==> config.mk <==
export PLATFORM = sky130hd
export DESIGN_NAME = param_parity_framer
export DESIGN_NICKNAME = d
export VERILOG_FILES = /design/src/rtl/param_parity_framer.sv
export SDC_FILE = /design/constraint.sdc
export NUM_CORES = 1
export LEC_CHECK = 0
export CAP_MARGIN = 20
export CORE_MARGIN = 2
export CORE_UTILIZATION = 35
export DETAILED_ROUTE_END_ITERATION = 8
export PLACE_DENSITY = 0.66
export SYNTH_ARGS = -nofsm -noshare
export SYNTH_HDL_FRONTEND = slang
export SYNTH_SLANG_ARGS = --single-unit
==> constraint.sdc <==
create_clock -name clk -period 2.1 [get_ports clk]
set_clock_uncertainty 0.15 [all_clocks]
set_input_delay 0.42 -clock clk [delete_from_list [all_inputs] [get_ports clk]]
set_output_delay 0.42 -clock clk [all_outputs]
set_load 0.02 [all_outputs]
==> src/rtl/param_parity_framer.sv <==
// Serial-to-parallel framer: gathers DATA_W gated serial bits into a frame, tags it with
// even/odd parity and offers it on a valid/ready output register. Optional frame counter: PARITY_FRAMER_FRAME_CNT_EN.
module param_parity_framer #(
    parameter int unsigned DATA_W     = 8,
    parameter bit          ODD_PARITY = 1'b0,
    parameter bit          MSB_FIRST  = 1'b1
) (
    input  logic                      clk,
    input  logic                      asyn_rst,
    input  logic                      valid_in,
    input  logic                      data_in,
    input  logic                      flush,
    input  logic                      ready_in,
    output logic [DATA_W-1:0]         data_out,
    output logic                      parity,
    output logic                      valid_out,
    output logic [$clog2(DATA_W)-1:0] bit_cnt,
`ifdef PARITY_FRAMER_FRAME_CNT_EN
    output logic [15:0]               frame_cnt,
`endif
    output logic                      overflow
);

    localparam int unsigned CNT_W = $clog2(DATA_W);

    typedef enum logic {
        ST_COLLECT,
        ST_LOAD
    } phase_e;

    logic [DATA_W-1:0] shift_q, shift_d;
    logic [CNT_W-1:0]  bit_cnt_q, bit_cnt_d;
    logic [DATA_W-1:0] data_out_q, data_out_d;
    logic              parity_q, parity_d;
    logic              valid_out_q, valid_out_d;
    logic              overflow_q, overflow_d;
`ifdef PARITY_FRAMER_FRAME_CNT_EN
    logic [15:0]       frame_cnt_q, frame_cnt_d;
`endif

    phase_e            phase;
    logic [DATA_W-1:0] shift_next;
    logic              can_load;

    // The final bit never rests in the shift register: its frame is built and
    // dispatched in the same cycle, so LOAD is a per-cycle phase rather than a stored state.
    always_comb begin
        // NOTE: every always_comb output gets a default first so no path can infer a latch.
        phase = ST_COLLECT;
        if (valid_in && !flush && (bit_cnt_q == CNT_W'(DATA_W - 1))) begin
            phase = ST_LOAD;
        end
    end

    always_comb begin
        shift_next  = MSB_FIRST ? {shift_q[DATA_W-2:0], data_in}
                                : {data_in, shift_q[DATA_W-1:1]};
        can_load    = !valid_out_q || ready_in;

        shift_d     = shift_q;
        bit_cnt_d   = bit_cnt_q;
        data_out_d  = data_out_q;
        parity_d    = parity_q;
        valid_out_d = valid_out_q;
        overflow_d  = overflow_q;
`ifdef PARITY_FRAMER_FRAME_CNT_EN
        frame_cnt_d = frame_cnt_q;
`endif

        if (flush) begin
            shift_d   = '0;
            bit_cnt_d = '0;
        end else if (phase == ST_LOAD) begin
            shift_d   = '0;
            bit_cnt_d = '0;
        end else if (valid_in) begin
            shift_d   = shift_next;
            bit_cnt_d = bit_cnt_q + CNT_W'(1);
        end

        if (phase == ST_LOAD) begin
            if (can_load) begin
                data_out_d  = shift_next;
                parity_d    = (^shift_next) ^ ODD_PARITY;
                valid_out_d = 1'b1;
`ifdef PARITY_FRAMER_FRAME_CNT_EN
                frame_cnt_d = frame_cnt_q + 16'd1;
`endif
            end else begin
                overflow_d  = 1'b1;
            end
        end else if (valid_out_q && ready_in) begin
            valid_out_d = 1'b0;
        end
    end

    // NOTE: state registers use non-blocking assignments so all flops update together at the edge.
    always_ff @(posedge clk or negedge asyn_rst) begin
        if (!asyn_rst) begin
            shift_q     <= '0;
            bit_cnt_q   <= '0;
            data_out_q  <= '0;
            parity_q    <= 1'b0;
            valid_out_q <= 1'b0;
            overflow_q  <= 1'b0;
`ifdef PARITY_FRAMER_FRAME_CNT_EN
            frame_cnt_q <= '0;
`endif
        end else begin
            shift_q     <= shift_d;
            bit_cnt_q   <= bit_cnt_d;
            data_out_q  <= data_out_d;
            parity_q    <= parity_d;
            valid_out_q <= valid_out_d;
            overflow_q  <= overflow_d;
`ifdef PARITY_FRAMER_FRAME_CNT_EN
            frame_cnt_q <= frame_cnt_d;
`endif
        end
    end

    assign data_out  = data_out_q;
    assign parity    = parity_q;
    assign valid_out = valid_out_q;
    assign bit_cnt   = bit_cnt_q;
    assign overflow  = overflow_q;
`ifdef PARITY_FRAMER_FRAME_CNT_EN
    assign frame_cnt = frame_cnt_q;
`endif

endmodule
==> metrics.yaml <==
status: "finished clean"
ys_types: 17
final_cells: 133
grt_pass1_wl_um: 2980
synth_seq_cells: 21
slowest_stage: "clkdlybuf4s50_1"
ys_top_cells_by_area: "dfrtp_1 (52%), mux2_4 (12%), xnor2_1 (6.0%), nand3b_1 (5.9%), nand2b_1 (5.6%)"
critPathMaxStageDelay_ps: 620
die_y_um: 57.8
grt_pass1_vias: 631
clockBufferDepth: 2
synth_most_common_cell: "dfrtp_1"
min_path_type: "primary input to async pin"
syn_area_per_cell_sq_um: 13.0
cts_resized: 0
fmax_mhz: 526
p_seq_share_pct: 61.4
core_area_sq_um: 2760
synth_edf_count: 0
p_sw_uw: 163
viasPerCell: 4.84
arrival_ps: 1330
crit_buf_inv: 1
dieWidth_um: 57.8
worst_pin_slew_ps: 270
wl_met2_um: 741
slew_headroom_pct: 82.0
vias: 644
synth_fp_nets: 86
min_period_over_period_pct: 90.6
ys_seq_area_share_pct: 51.9
drive_above_1_share_pct: 18.6
period_minus_slack_ps: 1900
grt_util_all_layers_pct: 11.5
dieArea_sq_um: 3340
design_area_sq_um: 1280
maxCapViolations: 0
n_antenna_cell: 0
path_max_fanout: 4
worstPathRequired_ps: 1530
p_per_area_nw_per_um2: 530
clock_latency_ps: 300
synthFlopType: "dfrtp_1"
syn_to_final_growth_pct: 26.3
grt_max_degree: 22
path_cells: "clkdlybuf4s50_1"
cts_setup_buffers: 0
seq_area_sq_um: 526
yosysTopAreaCellShare_pct: 51.9
dr.pass1.iters: 4
start_kind: "flop"
synth_area_leader_cell: "dfrtp_1"
end_kind: "output pin"
finalMaxSlewViolations: 0
cts_htree_levels: 1
p_leak_nw: 0.575
wl_um: 1700
wl_per_cell_um: 12.8
dp.cells: 129
drc_errors: 0
yosysWarnings: 0
rows: 19
fill_cells: 272
antenna_found_initial: 0
dr_wl_met3_um: 113
clk_pin_slew_worst_paths_ps: 120
synth_cells: 78
overflow: 0
power_frac_comb_pct: 9.8
switching_share_pct: 24.1
async_flop_share_pct: 100
syn-cell-area_sq_um: 1010
setup_viol: 0
placed_area_sq_um: 1250
ioPinCount: 20
port_buffers: 19
multi_input_area_sq_um: 448
gp_congestion: 0.691
cts-root-buf: "clkbuf_4"
dp_hpwl_um: 1190
cts_tree: "built"
p_int_uw: 515
finalSetupTns_ps: 0
pwr-share-clk_pct: 28.8
ant_nets: 0
numClockSinks: 21
rsz0062_at_grt: "no"
ir_drop_v: 0.000537
path_class: "flop to output pin"
highest_layer: "met3"
dr.first_iter.drc_count: 15
hold_viol: 0
numCtsBuffers: 3
synthTopCellsByCount: "dfrtp_1 (21), a21oi_1 (9), nand2b_1 (9)"
power_uw: 678
met1_length_um: 842
start_util_pct: 36.8
nNetsFinal: 111
postCtsHoldBufs: 0
crit_family: "buffers and inverters"
through the flow:
| step | util (%) | worst slack (ps) | hold WS, ps |
|---|---|---|---|
| 6_report | 46.4 | 198 | 303 |
| 5_1_grt | 46.4 | 145 | 329 |
| 4_1_cts | 46.4 | 179 | 301 |
| 3_5_place_dp | 45.4 | 162 | 320 |
| 3_3_place_gp | 45.4 | 191 | 316 |
| 2_1_floorplan | - | 231 | -25.6 |
layout by cell type (no fill, tap or decap), drive strengths merged:
cell type	instances
dfrtp	21
clkdlybuf4s50	19
nand2b	9
a21oi	9
nand3b	9
mux2	8
xnor2	7
buf	5
nor2	4
clkbuf	3
mux2i	2
ha	2
nor2b	1
nand2	1
o21bai	1
clkinv	1
final cells by class:
type | instances | area share [%]
Tap cell | 31 | 3.03
Timing Repair Buffer | 24 | 18.8
Clock inverter | 1 | 0.391
Clock buffer | 3 | 1.76
Multi-Input combinational cell | 53 | 35.0
Sequential cell | 21 | 41.1
power by group through the flow:
stage | registers, mW | clock network (mW) | logic, mW
5_1_grt | 0.417 | 0.221 | 0.0753
3_3_place_gp | 0.423 | 0 | 0.0656
6_report | 0.416 | 0.195 | 0.0665
4_1_cts | 0.416 | 0.207 | 0.0686
2_1_floorplan | 0.427 | 0 | 0.0310
3_5_place_dp | 0.424 | 0 | 0.0684
path summary, 6_finish.rpt:
kind / from / to / slack (ps) / cells after the start
max in group asynchronous: asyn_rst / data_out[3]$_DFFE_PN0P_ / 1280 / 2
min reg2reg: overflow$_DFFE_PN0P_ / overflow$_DFFE_PN0P_ / 350 / 1
max: bit_cnt[0]$_DFFE_PN0P_ / bit_cnt[0] / 200 / 1
min: asyn_rst / data_out[5]$_DFFE_PN0P_ / 300 / 2
max reg2reg: bit_cnt[0]$_DFFE_PN0P_ / data_out[3]$_DFFE_PN0P_ / 370 / 6
min in group clk: overflow$_DFFE_PN0P_ / overflow$_DFFE_PN0P_ / 350 / 1
registers in the layout (all words and copies together), names as in the netlist:
register   count
data_out       8
shift_q        7
bit_cnt        3
overflow       1
parity         1
valid_out      1
worst register-to-register path, delay by kind of cell, from the launching register on:
kind          cells  cell delay (ps)
flops             1              410
mux               1              300
buf+inv           1              150
fa+ha+maj         2              380
simple gates      2              250
routing by layer:
metal  global-route usage, %  up-vias
met4                   0.997        0
met3                    4.69        0
met2                    16.9       20
li1                        -      312
met5                       0        -
met1                    16.8      312
cells by family (layout without fill, tap and decap cells):
kind of cell	after synthesis	count (layout)	share of synthesized area, %
AND/OR/NAND/NOR	24	24	16.7
flip-flops	21	21	51.9
AO/OA/AOI/OAI	10	10	5.19
multiplexers	10	10	13.8
XOR/XNOR	7	7	6.05
buffers and inverters	4	28	3.95
adder cells (fa/ha/maj)	2	2	2.47
Power figures use the tool's default switching activity.
